<file path="config.mk">
export PLATFORM = sky130hd
export DESIGN_NAME = keypad_scanner_deb
export DESIGN_NICKNAME = d
export VERILOG_FILES = /design/src/rtl/keypad_scanner_deb.sv
export SDC_FILE = /design/constraint.sdc
export NUM_CORES = 1
export LEC_CHECK = 0
export ABC_AREA = 1
export BUFFER_PORTS_ARGS = -buffer_cell sky130_fd_sc_hd__buf_4
export CORE_UTILIZATION = 50
export CTS_CLUSTER_SIZE = 8
export DETAILED_ROUTE_END_ITERATION = 8
export PLACE_DENSITY_LB_ADDON = 0.08
export RECOVER_POWER = 50
export SETUP_SLACK_MARGIN = 0.3
export SLEW_MARGIN = 5
export SYNTH_ARGS = -nofsm -noshare
export SYNTH_HDL_FRONTEND = slang
export SYNTH_SLANG_ARGS = --single-unit
</file>
<file path="constraint.sdc">
create_clock -name clk_sec -period 2.8 [get_ports clk_sec]
set_input_delay 0.56 -clock clk_sec [delete_from_list [all_inputs] [get_ports clk_sec]]
set_output_delay 0.56 -clock clk_sec [all_outputs]
set_load 0.005 [all_outputs]
</file>
<file path="src/rtl/keypad_scanner_deb.sv">
// Matrix keypad scanner with debounce. Probes all rows while idle, locates the key
// row by row, then debounces the press and the release on scan_tick samples.
module keypad_scanner_deb #(
    parameter int NROWS       = 4,
    parameter int NCOLS       = 4,
    parameter int DEB_CNT     = 3,
    parameter int ACTIVE_HIGH = 1,
    localparam int KW  = ($clog2(NROWS*NCOLS) > 1) ? $clog2(NROWS*NCOLS) : 1,
    localparam int RW  = ($clog2(NROWS) > 1) ? $clog2(NROWS) : 1,
    localparam int CLW = ($clog2(NCOLS) > 1) ? $clog2(NCOLS) : 1,
    localparam int DW  = ($clog2(DEB_CNT) > 1) ? $clog2(DEB_CNT) : 1
) (
    input  logic             clk_sec,
    input  logic             rst_n,
    input  logic             scan_tick,
    input  logic [NCOLS-1:0] col_in,
    output logic [NROWS-1:0] row_out,
    output logic             key_valid,
    output logic [KW-1:0]    key_code,
    output logic             key_held
);

    typedef enum logic [1:0] {IDLE, SCAN, DEB, HELD} state_t;

    state_t           state, state_nx;
    logic [RW-1:0]    row_idx, row_idx_nx, cap_row, cap_row_nx;
    logic [CLW-1:0]   cap_col, cap_col_nx, win_col;
    logic [DW-1:0]    cnt, cnt_nx;
    logic             key_valid_nx, key_held_nx;
    logic [KW-1:0]    key_code_nx;
    logic [NCOLS-1:0] sync1, sync2, col_s;
    logic [NROWS-1:0] row_act;
    logic [RW-1:0]    row_sel;

    // Normalise before the first flop so a cleared synchroniser means "no key"
    // for either pin polarity.
    always_ff @(posedge clk_sec) begin
        if (!rst_n) begin
            sync1 <= '0;
            sync2 <= '0;
        end else begin
            sync1 <= (ACTIVE_HIGH != 0) ? col_in : ~col_in;
            sync2 <= sync1;
        end
    end
    assign col_s = sync2;

    always_comb begin
        win_col = '0;
        for (int c = NCOLS-1; c >= 0; c--)
            if (col_s[c]) win_col = CLW'(c);
    end

    // Row 0 drives the MSB of row_out.
    assign row_sel = (state == SCAN) ? row_idx : cap_row;
    always_comb begin
        row_act = '0;
        if (state == IDLE)
            row_act = '1;
        else
            for (int r = 0; r < NROWS; r++)
                row_act[NROWS-1-r] = (row_sel == RW'(r));
    end
    assign row_out = (ACTIVE_HIGH != 0) ? row_act : ~row_act;

    always_ff @(posedge clk_sec) begin
        if (!rst_n) begin
            state     <= IDLE;
            row_idx   <= '0;
            cap_row   <= '0;
            cap_col   <= '0;
            cnt       <= '0;
            key_valid <= 1'b0;
            key_code  <= '0;
            key_held  <= 1'b0;
        end else begin
            state     <= state_nx;
            row_idx   <= row_idx_nx;
            cap_row   <= cap_row_nx;
            cap_col   <= cap_col_nx;
            cnt       <= cnt_nx;
            key_valid <= key_valid_nx;
            key_code  <= key_code_nx;
            key_held  <= key_held_nx;
        end
    end

    always_comb begin
        state_nx     = state;
        row_idx_nx   = row_idx;
        cap_row_nx   = cap_row;
        cap_col_nx   = cap_col;
        cnt_nx       = cnt;
        key_valid_nx = 1'b0;
        key_code_nx  = key_code;
        key_held_nx  = key_held;
        if (scan_tick) begin
            unique case (state)
                IDLE: begin
                    if (col_s != '0) begin
                        state_nx   = SCAN;
                        row_idx_nx = '0;
                    end
                end
                SCAN: begin
                    if (col_s != '0) begin
                        cap_row_nx = row_idx;
                        cap_col_nx = win_col;
                        cnt_nx     = DW'(1);
                        state_nx   = DEB;
                    end else if (row_idx == RW'(NROWS-1)) begin
                        row_idx_nx = '0;
                        state_nx   = IDLE;
                    end else begin
                        row_idx_nx = row_idx + 1'b1;
                    end
                end
                DEB: begin
                    if (!col_s[cap_col]) begin
                        cnt_nx   = '0;
                        state_nx = IDLE;
                    end else if (cnt == DW'(DEB_CNT-1)) begin
                        key_valid_nx = 1'b1;
                        key_held_nx  = 1'b1;
                        key_code_nx  = KW'(cap_row) * KW'(NCOLS) + KW'(cap_col);
                        cnt_nx       = '0;
                        state_nx     = HELD;
                    end else begin
                        cnt_nx = cnt + 1'b1;
                    end
                end
                HELD: begin
                    // cnt counts consecutive released samples here
                    if (col_s[cap_col]) begin
                        cnt_nx = '0;
                    end else if (cnt == DW'(DEB_CNT-1)) begin
                        key_held_nx = 1'b0;
                        cnt_nx      = '0;
                        state_nx    = IDLE;
                    end else begin
                        cnt_nx = cnt + 1'b1;
                    end
                end
                default: state_nx = IDLE;
            endcase
        end
    end

endmodule

</file>
# After elaboration in Yosys (flattened, before gate mapping)
# Index checks and enable logic that the tools add are counted.
[word_totals]
inputBits = 7
out_inout_bits = 10
word_cells = 74
regBits = 24
[op_classes]
order_cmp = 1
mux = 30
reduce_logical = 13
eq_ne = 17
add_sub_neg = 3
[ops]
columns = ["cell", "count"]
rows = [
  ["$mux W2", 18],
  ["$eq A2 B2 Y1 const B", 6],
  ["$reduce_and A4 Y1", 3],
  ["$reduce_and A6 Y1", 2],
  ["$ne A2 B2 Y1 const B", 5],
  ["$pmux W2 S4", 1],
  ["$mux W1", 6],
  ["$pmux W2 S3", 1],
  ["$reduce_and A3 Y1", 2],
  ["$add A2 B1 Y2 const B", 2],
  ["$add A4 B2 Y4", 1],
  ["$eq A2 B1 Y1 const B", 2],
  ["$logic_not A2 Y1", 2],
  ["$mux W4", 1],
  ["$ne A2 B1 Y1 const B", 2],
  ["$pmux W2 S2", 1],
  ["$reduce_bool A2 Y1", 2],
  ["$reduce_bool A4 Y1", 1],
  ["$lt A2 B3 Y1 const B", 1],
  ["$ne A3 B1 Y1 const B", 1],
  ["$ne A3 B3 Y1 const B", 1],
  ["$reduce_bool A3 Y1", 1],
  ["$bmux W1 S2", 1],
  ["$pmux W1 S2", 1],
]

# Depth between registers and ports, before layout
# Gate-level depths: netlist of run 1.
[logic_depth]
ltp_word = 4
depth_mapped = 10
ltp_nobuf = 10

# Worst setup path before layout of run 1
# OpenSTA, ideal clock, no wires.
[synth_path]
path_kind = "register -> output"
from = "register state[1]"
to = "output row_out[3]"
setup_slack_ns = 1.172
t_required_ns = 2.240
t_arrival_ns = 1.068
path_buffers = 0
path_stages_with_launch = 6
path_cell_list = "dfxtp_1 nor2_4 or2_2 o21ai_2 inv_1 o21ai_0"
[synth_via]
elab_chain_len = 4
word_cells_on_any_way = 5
cone_classes = "eq/ne (1); mux (2); reduce/logical (2)"
[synth_lines]
columns = ["item", "line_no", "source"]
rows = [
  ["start, declared", "25", "state_t state, state_nx;"],
  ["start signal, assigned", "77", "state <= state_nx;"],
  ["$eq A2 B1 Y1", "55", "assign row_sel = (state == SCAN) ? row_idx : cap_row;"],
  ["$mux W2", "55", ""],
  ["$logic_not A2 Y1", "62", "row_act[NROWS-1-r] = (row_sel == RW'(r));"],
  ["$mux W4 *", "58", "if (state == IDLE)"],
  ["end, declared", "17", "output logic [NROWS-1:0] row_out,"],
]
# Mark *: on every way between the ends. The rest lies on a longest branch, timed or not.

# Worst setup path in the final report of run 1
[layout_path]
from = "register state[0]"
to = "output row_out[3]"
# The elaborated chain is that of the path after synthesis.

==> out/results.ini, run 1 <==
[sta]
finalHoldViolCount=0
timing.final.setup_violations=0
maxSlewHeadroom_pct=52.1
crit_path_time_final_ns=2.19
finClkSkew_ns=0.00154
maxSlewViolCount=0
highest_clock_rate_ghz=0.456
setup_total_negative_slack_ns=0
post-route-period-util_pct=78.3
worstMarginPinSlew_ns=0.718
setup_repair_after_global_routing_missed_its_margin=no
postLayoutSetupSlackWorst_ns=0.607

[floorplan]
die_area_mm2=0.00234
num_io_pins=17
initial_utilization_pct=54.2
placement_rows=16
core_footprint_mm2=0.00198
chipWidth_um=48.3
die_height_um=48.3

[power_and_ir_drop]
power_frac_clock_pct=26.1
p_int_w=0.000499
cellLeakagePower_nw=0.639
net-switching-power_w=0.000209
vdd.ir_drop.worst_uv=464
swShare_pct=29.6
combPwrFrac_pct=21.1
share_seq_of_total_power_pct=52.7
cellPowerDensity_mw_per_mm2=569

[global_routing]
globalRoute.totalOverflow=0
grt_first_pass_wirelength_um=3590
antenna_violations_before_repair=0
vias_in_the_first_global_route=868
grt_use_total_pct=19.8
largest_net_degree_at_the_start_of_global_routing=21

[detailed_routing]
detail_route.iter0.violations=16
ant_nets=0
routed_length_per_instance_um=9.94
drc_errors=0
detail_route.first_pass.iterations=4
totalWireLength_um=2010
num_vias=977
viasPerCell=4.84

[worst_setup_path]
worst-endpoint-arrival_ns=1.63
critical_path.max_fanout=7
critical-path-slowest-cell=dfxtp_1
worstSetupStartpointType=flip-flop
cells_traversed_along_the_worst_timing_path=inv_1 -> nor2_4 -> inv_1 -> o21ai_2 -> inv_1 -> o21ai_0 -> buf_4
crit_required_ns=2.24
critical-path-max-stage-delay_ns=0.44
endpoint_kind=primary output
worst-r2r-setup-slack_ns=1.24
worst-setup-path-type=flip-flop to primary output
timing.critical_path.mode_cell=inv_1

[placed_design]
place.detailed.hpwl_um=1560
placement.setup.worst_slack_ns=1.01
routabilityCongestion=0.873
place.port_buffers=16

[clock_tree]
ctsHoldBuffers=0
clk_tree_root_cell=clkbuf_4
tritoncts_num_sinks=24
clkSlewWorstSetupHoldPaths_ns=0.13
clk_path_buf_depth=2
cts_setup_buffers=0
post_cts_resized=0
h_tree_level_count=1
cts_buffers=3
clk-insertion-delay-late_ns=0.32
cts_tree=done

[flow_run]
max-cap-violations=0

[yosys]
synth_enable_flop_cells=0
synth_sequential_area_ratio_pct=44.8
post_synthesis_cells=157
post_synth_main_area_contributors=dfxtp_1 45%, nand2_1 13%, nor2_1 8.4%, inv_1 7.7%, a21oi_1 5.1%
synth_warnings=0
ys_types=17
synth_most_common_cell=nand2_1
share_of_the_synthesized_area_in_the_top_cell_type_pct=44.8
syn-cell-area_mm2=0.00107
synth_common_cells=36 x nand2_1, 24 x dfxtp_1, 24 x nor2_1, 22 x inv_1
cell_type_with_the_highest_aggregate_area_in_the_netlist=dfxtp_1
ys_seq_elements=24
ys.flop_type=dfxtp_1
asyncSetResetFlopFracSynth_pct=0
synth.net_count=165
syn_avg_cell_area_um2=6.84

[layout]
layout_cell_share_with_drive_strength_beyond_1_pct=15.4
antenna_cells=0
final_net_count=184
areaGrowthSynthToFinish_pct=16.0

[status]
outcome=finished clean

[min_path]
hp-class=primary input to flip-flop

[critical path: cells and delay by family, from the launching register on]
family,cells,cell delay (ns)
DFF,1,0.44
and+or+nand+nor,1,0.17
buffers and inverters,4,0.43
AOI/OAI and AO/OA,2,0.28
[path summary, 6_finish.rpt]
path	end	from	cells past startpoint
min	sync1[2]	col_in[2]	3
max	row_out[3]	state[0]	7
max reg2reg	key_code[2]	state[1]	7
min reg2reg	col_s[1]	sync1[1]	2
[stage by stage]
step	instances	hold WS [ns]	cell area (um^2)	total power, W	utilization, %
3_3_place_gp	198	0.392	1220	0.000527	61.6
3_5_place_dp	198	0.397	1220	0.000532	61.6
2_1_floorplan	157	0.390	1070	0.000482	-
5_1_grt	202	0.401	1240	0.000749	62.8
4_1_cts	202	0.405	1260	0.000715	63.4
6_report	202	0.407	1240	0.000708	62.8
[cells by family after synthesis]
family,share of synthesized area (%)
AND/OR/NAND/NOR,32.2
buffers and inverters,9.44
adder cells (fa/ha/maj),1.17
flip-flops,44.8
AO/OA/AOI/OAI,12.5
[layout by cell type, fill, tap and decap left out]
master | synthesis | final
o21ai_2 | 1 | 1
clkbuf_8 | 0 | 1
a21oi_1 | 11 | 11
nor2_2 | 1 | 1
nor2_4 | 2 | 1
or2_2 | 1 | 1
inv_1 | 22 | 23
clkbuf_4 | 0 | 7
nand3_2 | 2 | 2
nor3_1 | 2 | 2
nand3_1 | 11 | 11
o21ai_1 | 3 | 3
clkbuf_1 | 2 | 1
dfxtp_1 | 24 | 24
inv_2 | 3 | 2
ha_1 | 1 | 1
nand2_1 | 36 | 36
buf_4 | 0 | 11
o21ai_0 | 11 | 11
nor2_1 | 24 | 25
[power groups by stage]
stage / combinational (W) / clock, W / sequential [W]
6_report: 0.000150 / 0.000185 / 0.000373
3_5_place_dp: 0.000151 / 0 / 0.000381
3_3_place_gp: 0.000147 / 0 / 0.000380
2_1_floorplan: 0.000104 / 0 / 0.000378
5_1_grt: 0.000171 / 0.000203 / 0.000375
4_1_cts: 0.000151 / 0.000190 / 0.000374
[flip-flops by register name, summed over array words and instances (netlist names)]
signal and flops:
key_valid 1, col_s 4, cnt 2, key_held 1
state 2, cap_row 2, cap_col 2, sync1 4
row_idx 2, key_code 4
[layer usage]
| layer | vias to the layer above | wire length, um | track usage, % |
|---|---|---|---|
| met5 | - | 0 | 0 |
| met4 | 0 | 42 | 10.3 |
| met3 | 5 | 71 | 3.77 |
| met2 | 20 | 969 | 36.2 |
| met1 | 426 | 924 | 21.6 |
| li1 | 526 | - | - |
[final cells by class]
class,count,area (um^2)
Inverter,25,93.8
Fill cell,174,737
Multi-Input combinational cell,106,484
Clock buffer,4,36.3
Timing Repair Buffer,16,116
Tap cell,27,33.8
Sequential cell,24,480
No activity file was read; power rests on OpenSTA's default activity.
==> run 2, diff against run 1 <==
clock period = 2.1 ns   (was 2.8 ns; I/O delays follow)
==> run 2 against run 1 <==
Effect of this change: flip-flop and latch count is the same; design area grew 4.3%; highest routed layer unchanged; sequential power grew 34%; cell count grew 2.0%.
==> out/results.ini, run 2 (synthesis gave the netlist of run 1 again) <==
[status]
outcome=finished clean

[global_routing]
largest_net_degree_at_the_start_of_global_routing=21  ; unchanged
globalRoute.totalOverflow=0  ; unchanged
antenna_violations_before_repair=0  ; unchanged
grt_first_pass_wirelength_um=3850  ; +7.1%
grt_use_total_pct=21.2  ; +1.4 points
vias_in_the_first_global_route=935  ; +7.7%

[sta]
finalHoldViolCount=0  ; unchanged
highest_clock_rate_ghz=0.544
setup_repair_after_global_routing_missed_its_margin=yes
maxSlewViolCount=0  ; unchanged
setup_total_negative_slack_ns=0  ; unchanged
worstMarginPinSlew_ns=0.729  ; +0.0117 ns
crit_path_time_final_ns=1.84
maxSlewHeadroom_pct=51.4  ; -0.78 points
timing.final.setup_violations=0  ; unchanged
post-route-period-util_pct=87.5
finClkSkew_ns=0.00456  ; +0.00302 ns

[layout]
ff_latch_area_um2=488  ; +1.6%
antenna_cells=0  ; unchanged
final_cell_mix=36 x nand2_1, 25 x nor2_1, 22 x dfxtp_1
areaGrowthSynthToFinish_pct=21.0
post-route-cell-area_mm2=0.00130  ; +4.3%
fillerInstances=173  ; -0.57%
layout_cell_share_with_drive_strength_beyond_1_pct=20.7  ; +5.2 points
final_net_count=188  ; +2.2%
final_common_cell=nand2_1
multiInputGateArea_um2=498  ; +2.8%

[clock_tree]
clk_tree_root_cell=clkbuf_4
cts_buffers=3  ; unchanged
tritoncts_num_sinks=24  ; unchanged
clk_path_buf_depth=2  ; unchanged
h_tree_level_count=1  ; unchanged
clk-insertion-delay-late_ns=0.33  ; about the same
clkSlewWorstSetupHoldPaths_ns=0.13  ; about the same
cts_tree=done

[floorplan]
num_io_pins=17  ; unchanged
placement_rows=16  ; unchanged
die_area_mm2=0.00234  ; unchanged
die_height_um=48.3  ; unchanged
initial_utilization_pct=54.2  ; unchanged
chipWidth_um=48.3  ; unchanged
core_footprint_mm2=0.00198  ; unchanged

[worst_setup_path]
worst-setup-path-type=flip-flop to primary output
worstSetupStartpointType=flip-flop
endpoint_kind=primary output
crit_required_ns=1.68  ; -0.56 ns
critical_path.max_fanout=4  ; -3
worst-endpoint-arrival_ns=1.42  ; -0.21 ns

[power_and_ir_drop]
cellLeakagePower_nw=0.658  ; +3.0%
cellPowerDensity_mw_per_mm2=767  ; +35%
fin_total_pwr_w=0.000997  ; +41%
vdd.ir_drop.worst_uv=653  ; +41%

[detailed_routing]
detail_route.first_pass.iterations=4  ; unchanged
detail_route.iter0.violations=24  ; +8
ant_nets=0  ; unchanged
routed_length_per_instance_um=10.9  ; +9.5%
viasPerCell=4.92  ; +1.8%
totalWireLength_um=2240  ; +12%
drc_errors=0  ; unchanged
num_vias=1014  ; +3.8%

[placed_design]
routabilityCongestion=0.873  ; unchanged
place.detailed.hpwl_um=1560  ; unchanged
dpl-instance-area_mm2=0.00122  ; unchanged
place.port_buffers=16  ; unchanged

[min_path]
hp-class=primary input to flip-flop

[flow_run]
max-cap-violations=0  ; unchanged

## run 2: routing by layer
metal	vias up	part of all wire, %	routed length (um)	track usage [%]
li1	534	-	-	-
met1	443	43	961	22.0
met2	30	50	1120	39.0
met3	7	4.7	105	4.40
met4	0	2.5	55	12.7
met5	-	0	0	0
## run 2: worst max-delay path, cell delays in order, from the launching register on
cell,delay [ns]
dfxtp_4,0.38
inv_4,0.04
nor2_4,0.12
nor2_1,0.06
nor2_1,0.16
inv_1,0.09
o21ai_1,0.12
buf_4,0.12
## run 2: through the flow
step | util (%) | setup WS (ns) | hold WS [ns] | std cells
final | 65.5 | 0.263 | 0.262 | 206
after global routing | 65.5 | 0.142 | 0.260 | 206
after CTS | 65.2 | 0.266 | 0.265 | 205
after detailed placement | 61.6 | 0.447 | 0.397 | 198
after global placement | 61.6 | 0.507 | 0.392 | 198
after floorplan | - | 0.612 | 0.390 | 157
## run 2: worst paths after layout
path | from | end | slack [ns] | cells past startpoint
worst min-delay path | col_in[1] | sync1[1] | 0.26 | 3
worst min register to register | sync1[0] | col_s[0] | 0.42 | 2
worst max-delay path | state[0] | row_out[2] | 0.26 | 7
worst max register to register | cap_col[0] | key_code[2] | 0.58 | 8
## run 2: final cells by class
cell class	count	area share, %
clock buffers	4	2.79
flip-flops and latches	24	37.6
multi-input cells	106	38.3
repair buffers	20	11.3
well taps	27	2.60
inverters	25	7.42
## run 2: what timing repair did
item / CTS / global route
buffers inserted: 3 / 1
gates resized for setup: 9 / 3
endpoints found under the hold margin: 0 / 0
setup endpoints to repair: 4 / 4
hold buffers: 0 / 0
pin swaps: 4 / 3
## run 2: where the power goes
| group | internal [W] | switching, W | leakage, nW |
|---|---|---|---|
| Sequential | 0.000479 | 0.0000200 | 0.197 |
| Clock | 0.000106 | 0.000145 | 0.0210 |
| Combinational | 0.000105 | 0.000141 | 0.440 |
